`src/rtl/pc_fetch_ctrl.sv`:
```
// pc_fetch_ctrl
//
// Holds the architectural fetch PC, issues instruction-fetch requests over a
// req/addr_ok handshake, and applies branch/exception redirects without ever
// disturbing an address that is still waiting to be accepted.
//
// Parameters:
//   RESET_PC      PC value loaded on reset.
//
// Ports:
//   clk           single clock, rising edge
//   rst           asynchronous, active-high reset
//   pc_plus4      external incrementer result (pc + 4, wraps mod 2^32)
//   stall         back-pressure: no new request may start
//   br_taken      branch/jump redirect strobe
//   br_target     branch/jump target
//   exc_taken     exception/ERET redirect strobe (wins over br_taken)
//   exc_target    exception vector / EPC
//   inst_addr_ok  memory accepts the current request
//   pc            current fetch address (also the incrementer operand)
//   inst_req      request valid (registered)
//   issue_fire    inst_req & inst_addr_ok
//   issue_kill    the request accepted this cycle is stale and must be dropped
//   pc_adel       misaligned-fetch flag
//
// Build option:
//   PC_ALIGN_CHECK_EN  when defined, a misaligned pc parks the fetcher in an
//                      address-error state (pc_adel=1, no request) until an
//                      exception redirect arrives. When undefined, pc_adel is
//                      tied low and misaligned addresses are issued unchanged.

module pc_fetch_ctrl #(
    parameter logic [31:0] RESET_PC = 32'hBFC0_0000
) (
    input  logic        clk,
    input  logic        rst,
    input  logic [31:0] pc_plus4,
    input  logic        stall,
    input  logic        br_taken,
    input  logic [31:0] br_target,
    input  logic        exc_taken,
    input  logic [31:0] exc_target,
    input  logic        inst_addr_ok,
    output logic [31:0] pc,
    output logic        inst_req,
    output logic        issue_fire,
    output logic        issue_kill,
    output logic        pc_adel
);

`ifdef PC_ALIGN_CHECK_EN
    typedef enum logic [1:0] {ST_RST, ST_REQ, ST_HOLD, ST_ADEL} state_t;
`else
    typedef enum logic [1:0] {ST_RST, ST_REQ, ST_HOLD} state_t;
`endif

    state_t      state, nxt_state;
    logic [31:0] nxt_pc;
    logic        pend_valid, nxt_pend_valid;
    logic        pend_exc, nxt_pend_exc;
    logic [31:0] pend_tgt, nxt_pend_tgt;
    logic        redir;
    logic [31:0] redir_tgt;
    logic        enter;

    assign redir      = exc_taken | br_taken;
    assign redir_tgt  = exc_taken ? exc_target : br_target;
    assign issue_fire = inst_req & inst_addr_ok;
    // A fire is stale if a redirect is waiting or arrives in the same cycle.
    assign issue_kill = issue_fire & (pend_valid | redir);

    always_comb begin
        nxt_state      = state;
        nxt_pc         = pc;
        nxt_pend_valid = pend_valid;
        nxt_pend_exc   = pend_exc;
        nxt_pend_tgt   = pend_tgt;
        enter          = 1'b0;

        case (state)
            ST_REQ: begin
                if (issue_fire) begin
                    enter = 1'b1;
                    if (pend_valid)
                        nxt_pc = pend_tgt;
                    else if (redir)
                        nxt_pc = redir_tgt;
                    else
                        nxt_pc = pc_plus4;
                    nxt_pend_valid = 1'b0;
                    nxt_pend_exc   = 1'b0;
                end else if (exc_taken) begin
                    // The outstanding address must not move; park the redirect.
                    nxt_pend_valid = 1'b1;
                    nxt_pend_exc   = 1'b1;
                    nxt_pend_tgt   = exc_target;
                end else if (br_taken && !(pend_valid && pend_exc)) begin
                    nxt_pend_valid = 1'b1;
                    nxt_pend_exc   = 1'b0;
                    nxt_pend_tgt   = br_target;
                end
            end
`ifdef PC_ALIGN_CHECK_EN
            ST_ADEL: begin
                // Only an exception redirect leaves the address-error state.
                if (exc_taken) begin
                    enter  = 1'b1;
                    nxt_pc = exc_target;
                end else if (br_taken) begin
                    nxt_pc = br_target;
                end
            end
`endif
            default: begin
                enter = 1'b1;
                if (redir)
                    nxt_pc = redir_tgt;
            end
        endcase

        if (enter) begin
            nxt_state = stall ? ST_HOLD : ST_REQ;
`ifdef PC_ALIGN_CHECK_EN
            if (nxt_pc[1:0] != 2'b00)
                nxt_state = ST_ADEL;
`endif
        end
    end

    always_ff @(posedge clk or posedge rst) begin
        if (rst) begin
            state      <= ST_RST;
            pc         <= RESET_PC;
            inst_req   <= 1'b0;
            pend_valid <= 1'b0;
            pend_exc   <= 1'b0;
            pend_tgt   <= '0;
        end else begin
            state      <= nxt_state;
            pc         <= nxt_pc;
            inst_req   <= (nxt_state == ST_REQ);
            pend_valid <= nxt_pend_valid;
            pend_exc   <= nxt_pend_exc;
            pend_tgt   <= nxt_pend_tgt;
        end
    end

`ifdef PC_ALIGN_CHECK_EN
    logic adel_q;

    always_ff @(posedge clk or posedge rst) begin
        if (rst)
            adel_q <= 1'b0;
        else
            adel_q <= (nxt_state == ST_ADEL);
    end

    assign pc_adel = adel_q;
`else
    assign pc_adel = 1'b0;
`endif

endmodule

```
`config.mk`:
```
export PLATFORM = sky130hd
export DESIGN_NAME = pc_fetch_ctrl
export DESIGN_NICKNAME = d
export VERILOG_FILES = /design/src/rtl/pc_fetch_ctrl.sv
export SDC_FILE = /design/constraint.sdc
export NUM_CORES = 1
export LEC_CHECK = 0
export ABC_CLOCK_PERIOD_IN_PS = 2900
export BUFFER_PORTS_ARGS = -buffer_cell sky130_fd_sc_hd__buf_4
export CORE_ASPECT_RATIO = 1.75
export CORE_MARGIN = 2
export CORE_UTILIZATION = 49
export CTS_BUF_LIST = sky130_fd_sc_hd__clkbuf_16
export CTS_CLUSTER_SIZE = 30
export DETAILED_ROUTE_END_ITERATION = 10
export GPL_TIMING_DRIVEN = 0
export PLACE_DENSITY = 0.8
export SYNTH_ARGS = -nofsm -noshare
export SYNTH_HDL_FRONTEND = slang
export SYNTH_SLANG_ARGS = --single-unit
```
`constraint.sdc`:
```
create_clock -name clk -period 2.9 [get_ports clk]
set_input_delay 0.435 -clock clk [delete_from_list [all_inputs] [get_ports clk]]
set_output_delay 0.435 -clock clk [all_outputs]
set_load 0.1 [all_outputs]
```
==> metrics, run 1 <==
# hold bufs at CTS=0; Post-synth top cells=60 x dfrtp_1, 45 x o21ai_0, 44 x nand2_1, 32 x mux2i_1, 22 x nand2b_1; share of the synthesized area in the top cell type=0.4122; vias in the first global route=3,731; Final Hold Viols=0; layout cells sized above 1=0.3566; RSZ-0062 raised after global routing=false; MaxCap Viol Count=0; post-route setup TNS=0 ps; Cell Pwr Density=922.4 mW/mm2; Worst Tran Pin Value=835.3 ps; pre-CTS setup slack=882.8 ps; Simple-Gate Fraction of Synth Area=0.1178; fin crit period=2183 ps; Setup crit start kind=flip-flop; Clock Path Buffers=2; Clk pin slew, worst setup/hold paths=60 ps; final worst slack=716.6 ps; Tcrit/Tclk final=0.7529; Unique masters post-synth=28; WL/cell=18.55 um; H-tree levels=3; Final Util=0.7026; remaining global-route overflow=0; CTS Sinks=69; Final Max Slew Viols=0; post-synthesis compound-gate area fraction=0.2563; critical path class=reg2out; area leader, netlist=dfrtp_1; mux share of post-synthesis cell area=0.09413; vias per cell=5.912; DRC Markers=0; FF-to-FF setup slack=1090 ps; post-route cell area=0.005082 mm2; Pwr Total=4.688 mW; Setup Viol. Count Final=0; Synthesized Nets=466; sequential-to-total area share from yosys stat=0.4772; # Post-CTS Setup Buffers=0; dpl cells=586; ys flop type=dfrtp_1; Synth area leaders=dfrtp_1 41%, mux2i_1 8.8%, dfstp_2 6.5%; Die Y=118.1 um; final wirelength=11,170 um; ANT nets after route=0; DP Wirelength=8313 um; largest net degree at the start of global routing=70; CP Data Required Time=2470 ps; Iter 0 DRT Violations=278; Cell Area, Synth=0.003642 mm2; clk root buf=clkbuf_16; Worst IR Drop VDD=0.5916 mV; CTS Buf Count=9; Yosys reg bits=69; starting density of the core=0.5035; Adder-Cell Fraction of Synth Area=0; global-route wire length before repair=17,910 um; async set-or-reset flop fraction in the synthesized netlist=1.000; worst-path maximum fanout=10; R2R depth=6; Tot GR Track Use=0.2779; core area=0.007233 mm2; nets=613; status=finished clean; GP Congestion=0.8438; Post-synth EDFFs=0; Reg-to-Reg End=pc[13]; top-count cell post-synth=dfrtp_1; HP Class=in2async; I/O Pins=138; FMAX=458.0 MHz; I/O Buffers=136; Non-Filler Instances=602; PostCTS Resize Cnt=0; Fin Clk Skew=8.111 ps; synth-to-layout area growth=39.54%; WP data arrival=1750 ps; LEAKAGE=2.503 nW; area of the die=0.008166 mm2; Row Count=41; CP endpoint kind=primary output; Mapped Cells=364; hold slack=268.7 ps; Die X-Extent=69.17 um; syn_area_per_cell=10.01 um2; RR Startpoint=state[0]; # diodes=0; Post-Synth XOR/XNOR Area=0; largest family of logic cells by synthesized area=compound AO/OA/AOI/OAI gates; Initial DRT Pass Iterations=5; antenna violations before repair=0; Slew HR=0.4431; Syn. warnings=0; CTS tree=built; clock latency on the worst-skew pair=330 ps; routed vias=3,559; Placed Area=0.004773 mm2
[layout by cell type, fill, tap and decap left out]
cell,count
a21o_1,21
o21ai_0,45
clkinv_2,1
dfstp_2,9
a32o_1,1
clkbuf_1,14
o211ai_2,1
nor2_1,3
o31ai_1,21
nand2_1,44
clkbuf_16,9
nand2b_1,22
dfrtp_1,60
bufinv_16,2
inv_4,1
o22a_1,11
nor4b_1,11
mux2i_4,1
inv_1,4
a221oi_1,21
buf_2,15
nor2b_1,1
a21boi_0,1
buf_4,143
o21ai_1,2
or2_1,1
buf_1,1
clkinv_1,1
mux2i_1,32
clkinvlp_4,1
a21oi_1,13
or2_2,1
conb_1,1
o21a_1,1
[worst max-delay path by stage]
stage / start / to
5_1_grt: pend_valid / issue_kill
6_report: pend_valid / issue_kill
3_5_place_dp: exc_taken / issue_kill
3_3_place_gp: rst / pc[18]
4_1_cts: pend_valid / issue_kill
2_1_floorplan: inst_req / issue_kill
[layout make-up]
type / instances / area, um2
Fill cell: 580 / 2151
Sequential cell: 69 / 1738
Multi-Input combinational cell: 255 / 1709
Timing Repair Buffer: 136 / 1021
Clock buffer: 9 / 225.2
Buffer: 37 / 183.9
Tap cell: 86 / 107.6
Clock inverter: 7 / 83.83
Inverter: 3 / 13.76
[report_power, final]
part / internal (mW) / switching [mW] / total (mW)
registers: 1.26 / 0.149 / 1.41
logic: 0.594 / 1.55 / 2.15
clock network: 0.741 / 0.394 / 1.14
total: 2.59 / 2.09 / 4.69
[layer usage]
layer | share of wire | track usage
met4 | 0.031 | 0.1532
met5 | 0 | 0
met3 | 0.051 | 0.04281
met2 | 0.56 | 0.5066
met1 | 0.36 | 0.2995
[kinds of logic (layout without fill, tap and decap cells)]
kind of cell    after synthesis  in the layout
compound gates              138            138
simple gates                 83             83
flops                        69             69
buf+inv                      40            192
mux                          33             33
other cells                   1              1
[sequential cells by signal, summed over array words and instances (netlist names)]
register / flops
inst_req: 1
state: 2
pc: 32
pend_exc: 1
pend_tgt: 32
pend_valid: 1
[critical path, stage by stage (launching register included)]
cell	delay, ps
dfrtp_1	400
buf_2	270
buf_2	270
nor2_1	90
nor2_1	90
buf_4	290
Note: power is estimated with default switching activity, not from simulation.
==> run 2, diff against run 1 <==
Settings changed: ABC_CLOCK_PERIOD_IN_PS 2900 to 1950, CORE_UTILIZATION 49 to 45, PLACE_DENSITY 0.8 to 0.77.
Clock period 2.9 ns to 1.95 ns, I/O delays scaled along.
==> run 2 against run 1 <==
  * Clock skew is 1.7 ps lower
  * Power up 43%
  * Sequential power is 49% higher
  * Flip-flop and latch count unchanged
  * Cell area is 0.30% higher
  * Worst setup slack got worse by 640 ps
  * Global-route usage is 1.9 points lower
  * Combinational power rose by 49%
  * Final cell count up 0.83%
  * Critical path type unchanged
  * Largest cell class unchanged
==> metrics, run 2 (synthesis results as in run 1) <==
status=finished clean (unchanged); Fin Clk Skew=6.440 ps (was 8.111 ps); slowest CP cell=dfrtp_1 (unchanged); final worst slack=72.71 ps (was 716.6 ps); routed vias=3,491 (was 3,559); Die X-Extent=72.01 um (was 69.17 um); Worst Tran Pin Value=611.5 ps (was 835.3 ps); global-route wire length before repair=17,360 um (was 17,910 um); WP data arrival=1580 ps (was 1750 ps); # diodes=0 (unchanged); FMAX=532.7 MHz; GP Congestion=0.8110 (was 0.8438); commonest non-fill, non-tap cell in the layout=buf_4 (unchanged); slowest stage delay, CP=410 ps (was 400 ps); WL/cell=18.35 um (was 18.55 um); biggest regs=pc: 32 flops, pend_tgt: 32 flops, state: 2 flops (unchanged); fin crit period=1877 ps; clk root buf=clkbuf_16 (unchanged); Worst IR Drop VDD=0.7663 mV (was 0.5916 mV); CTS Buf Count=9 (unchanged); most frequent cells in the layout=142 x buf_4, 59 x dfrtp_1, 45 x o21ai_0 (was 143 x buf_4, 60 x dfrtp_1, 45 x o21ai_0); CP Data Required Time=1660 ps (was 2470 ps); CTS tree=built (unchanged); area of the die=0.008857 mm2 (was 0.008166 mm2); # hold bufs at CTS=0 (unchanged); vias per cell=5.751 (was 5.912); remaining global-route overflow=0 (unchanged); Multi-input gate area=0.001725 mm2 (was 0.001709 mm2); CP Buf/Inv Count=3 (unchanged); Die Y=123.0 um (was 118.1 um); starting density of the core=0.4605 (was 0.5035); HP Class=in2async (unchanged); synth-to-layout area growth=39.95% (was 39.54%); I/O Buffers=136 (unchanged); vias in the first global route=3,531 (was 3,731); critical path cell sequence=buf_4 -> buf_4 -> nor2_1 -> nor2_2 -> buf_12 (was buf_2 -> buf_2 -> nor2_1 -> nor2_1 -> buf_4); DRC Markers=0 (unchanged); layout cells sized above 1=0.3598 (was 0.3566); FF/Latch Area=0.001739 mm2 (was 0.001738 mm2); Final Hold Viols=0 (unchanged); I/O Pins=138 (unchanged); Cell Pwr Density=1313 mW/mm2 (was 922.4 mW/mm2); Iter 0 DRT Violations=210 (was 278); nets=614 (was 613); post-route setup TNS=0 ps (unchanged); CP top delay family=buffers and inverters (unchanged); LEAKAGE=2.491 nW (was 2.503 nW); DP Wirelength=8360 um (was 8313 um); Tot GR Track Use=0.2594 (was 0.2779); Setup crit start kind=flip-flop (unchanged); MaxCap Viol Count=0 (unchanged); # fillers=646 (was 580); core area=0.007909 mm2 (was 0.007233 mm2); final wirelength=11,140 um (was 11,170 um); Tcrit/Tclk final=0.9627; Final Max Slew Viols=0 (unchanged); Clk pin slew, worst setup/hold paths=50 ps (was 60 ps); clock latency on the worst-skew pair=330 ps (about the same); antenna violations before repair=0 (unchanged); ANT nets after route=0 (unchanged); Row Count=43 (was 41); Clock Path Buffers=2 (unchanged); Initial DRT Pass Iterations=7 (was 5); critical path class=reg2out (unchanged); worst-path maximum fanout=10 (unchanged); pre-CTS setup slack=198.3 ps (was 882.8 ps); largest net degree at the start of global routing=44 (was 70); Setup Viol. Count Final=0 (unchanged); CTS Sinks=69 (unchanged); CP endpoint kind=primary output (unchanged); Slew HR=0.5915 (was 0.4431); most used cell, CP=buf_4; H-tree levels=3 (unchanged)
-- run 2: cell types whose count changed in the layout (fill, tap and decap cells not counted), sizes merged --
cell,previous run,this run
clkinvlp,1,2
buf,159,160
clkinv,2,4
bufinv,2,0
inv,5,4
-- run 2: per-layer routing --
layer | up-vias | wire, um | track usage
li1 | 1644 | - | -
met1 | 1683 | 4012 | 0.2847
met2 | 142 | 6185 | 0.4763
met3 | 22 | 647 | 0.04401
met4 | 0 | 295 | 0.1226
met5 | - | 0 | 0
-- run 2: per-stage QoR --
stage | cells | hold slack [ps] | area (um2) | power (mW) | utilization
finish | 607 | 37.21 | 5097 | 6.693 | 0.6445
global route | 607 | 83.05 | 5097 | 6.968 | 0.6445
CTS | 607 | 56.45 | 5089 | 6.697 | 0.6434
detailed placement | 591 | 413.5 | 4828 | 5.299 | 0.6105
global placement | 590 | 454.7 | 4808 | 5.229 | 0.6080
floorplan | 364 | 376.8 | 3675 | 4.490 | -
-- run 2: layout make-up --
class	count	area share
repair buffers	137	0.2067
multi-input cells	255	0.3385
clock inverters	7	0.005155
flip-flops and latches	69	0.3412
plain buffers	37	0.03854
well taps	90	0.02209
inverters	3	0.003682
clock buffers	9	0.04418
-- run 2: worst register-to-register path, cell delays in order, from the launching register on --
cell and delay [ps]:
dfrtp_1 370, nor2b_1 120, buf_2 180, o21ai_1 180, clkbuf_1 430, a221oi_1 190, a21o_1 180
-- run 2: final timing paths --
path                                   from     endpoint  slack, ps  cells after the start
worst max-delay path             pend_valid   issue_kill         70                      5
worst min-delay path                    rst       pc[30]         40                      2
worst max register to register     state[0]       pc[13]        190                      6
worst min register to register  pend_tgt[8]  pend_tgt[8]        470                      2
max in group asynchronous               rst       pc[17]       1300                      3
min in group clk                      stall     inst_req        140                      2
-- run 2: power breakdown --
group	leakage (nW)	total, mW	switching [mW]	internal, mW
clock	0.133	1.39	0.564	0.827
sequential	0.826	2.10	0.223	1.87
combinational	1.53	3.21	2.30	0.905
total	2.49	6.69	3.09	3.60
-- run 2: timing repair --
item                       4_1_cts  5_1_grt
hold endpoints to repair         0        0
setup endpoints to repair        1        1
resized for setup                3        2
buffers inserted                 0        0
pin swaps                        0        0
==> run 3, diff against run 2 <==
Settings changed: CTS_BUF_LIST sky130_fd_sc_hd__clkbuf_16 to default.
==> run 3 against run 2 <==
  * Register-to-register slack about the same
  * Power rose by 2.9%
  * Critical path type unchanged
  * Flip-flop and latch count unchanged
  * Clock power up 14%
==> metrics, run 3 (synthesis results as in run 1) <==
post-route setup TNS=0 ps (unchanged); ANT nets after route=0 (unchanged); Setup crit start kind=flip-flop (unchanged); final worst slack=67.12 ps (was 72.71 ps); CTS tree=built (unchanged); vias in the first global route=3,556 (was 3,531); CP Data Required Time=1660 ps (about the same); DP Wirelength=8360 um (unchanged); Worst IR Drop VDD=0.7681 mV (was 0.7663 mV); routed vias=3,498 (was 3,491); area of the die=0.008857 mm2 (unchanged); Setup Viol. Count Final=0 (unchanged); Final Hold Viols=0 (unchanged); WL/cell=18.55 um (was 18.35 um); fin crit period=1883 ps (was 1877 ps); critical path class=reg2out (unchanged); starting density of the core=0.4605 (unchanged); layout cells sized above 1=0.3675 (was 0.3598); clock latency on the worst-skew pair=340 ps (was 330 ps); biggest regs=pc: 32 flops, pend_tgt: 32 flops, state: 2 flops (unchanged); WP data arrival=1590 ps (was 1580 ps); LEAKAGE=2.501 nW (was 2.491 nW); HP Class=in2async (unchanged); Iter 0 DRT Violations=231 (was 210); pre-CTS setup slack=198.3 ps (unchanged); FF-to-FF setup slack=180 ps (was 190 ps); Initial DRT Pass Iterations=4 (was 7); Non-Filler Instances=607 (unchanged); remaining global-route overflow=0 (unchanged); I/O Buffers=136 (unchanged); status=finished clean (unchanged); Die Y=123.0 um (unchanged); # Post-CTS Setup Buffers=0 (unchanged); I/O Pins=138 (unchanged); H-tree levels=3 (unchanged); Pwr Total=6.888 mW (was 6.693 mW); RR Startpoint=state[0] (unchanged); MaxCap Viol Count=0 (unchanged); nets=614 (unchanged); antenna violations before repair=0 (unchanged); DRC Markers=0 (unchanged); Worst Tran Pin Value=615.1 ps (was 611.5 ps); CTS Buf Count=9 (unchanged); FMAX=531.1 MHz (was 532.7 MHz); Cell Pwr Density=1341 mW/mm2 (was 1313 mW/mm2); core area=0.007909 mm2 (unchanged); clk root buf=clkbuf_16 (unchanged); dpl cells=591 (unchanged); worst-path maximum fanout=10 (unchanged); # diodes=0 (unchanged); GP Congestion=0.8110 (unchanged); Reg-to-Reg End=pc[13] (unchanged); commonest non-fill, non-tap cell in the layout=buf_4 (unchanged); synth-to-layout area growth=41.05% (was 39.95%); CTS Sinks=69 (unchanged); global-route wire length before repair=17,480 um (was 17,360 um); most frequent cells in the layout=142 x buf_4, 59 x dfrtp_1, 45 x o21ai_0 (unchanged); Clk pin slew, worst setup/hold paths=50 ps (about the same); largest net degree at the start of global routing=44 (unchanged); Fin Clk Skew=5.010 ps (was 6.440 ps); Final Max Slew Viols=0 (unchanged); Tot GR Track Use=0.2609 (was 0.2594); final wirelength=11,260 um (was 11,140 um); Slew HR=0.5891 (was 0.5915); Die X-Extent=72.01 um (unchanged); CP endpoint kind=primary output (unchanged); Clock Path Buffers=2 (unchanged); Row Count=43 (unchanged); Tcrit/Tclk final=0.9656 (was 0.9627); R2R depth=6 (unchanged); vias per cell=5.763 (was 5.751)
## run 3: cell type report
cell class,count,area (um2)
Inverter,3,18.77
Buffer,37,196.4
Timing Repair Buffer,137,1054
Multi-Input combinational cell,255,1725
Tap cell,90,112.6
Clock buffer,16,291.5
Sequential cell,69,1739
Fill cell,635,2771
## run 3: report_power, final
part	switching [mW]	internal [mW]	leakage, nW
clock	0.579	1.00	0.143
combinational	2.31	0.905	1.53
sequential	0.221	1.87	0.826
## run 3: critical path: stages, from the launching register on
cell and delay [ps]:
dfrtp_1 410, buf_4 210, buf_4 200, nor2_1 70, nor2_2 160, buf_12 200
## run 3: worst max-delay path by stage
stage,startpoint,end,slack (ps)
floorplan,inst_req,pc[0],-230
global placement,exc_taken,pc[13],220
detailed placement,exc_taken,pc[13],200
CTS,pend_valid,issue_kill,70
global route,pend_valid,issue_kill,-10
finish,pend_valid,issue_kill,70
## run 3: repair_timing
action | 4_1_cts | 5_1_grt
cloned | 0 | 0
endpoints found under the setup margin | 1 | 1
resized for setup | 3 | 2
endpoints found under the hold margin | 0 | 0
hold buffers | 0 | 0
## run 3: metrics by stage
step	instance area, um2	util	hold slack [ps]
floorplan	3675	-	376.8
global placement	4808	0.6080	454.7
detailed placement	4828	0.6105	413.5
CTS	5129	0.6485	56.60
global route	5137	0.6496	81.58
finish	5137	0.6496	34.89
## run 3: per-layer routing
| layer | track usage | share of wire | vias to the layer above | wire length [um] |
|---|---|---|---|---|
| met4 | 0.1262 | 0.027 | 0 | 305 |
| met5 | 0 | 0 | - | 0 |
| met1 | 0.2873 | 0.36 | 1691 | 4098 |
| met2 | 0.4769 | 0.56 | 141 | 6287 |
| li1 | - | - | 1639 | - |
| met3 | 0.04401 | 0.050 | 27 | 567 |
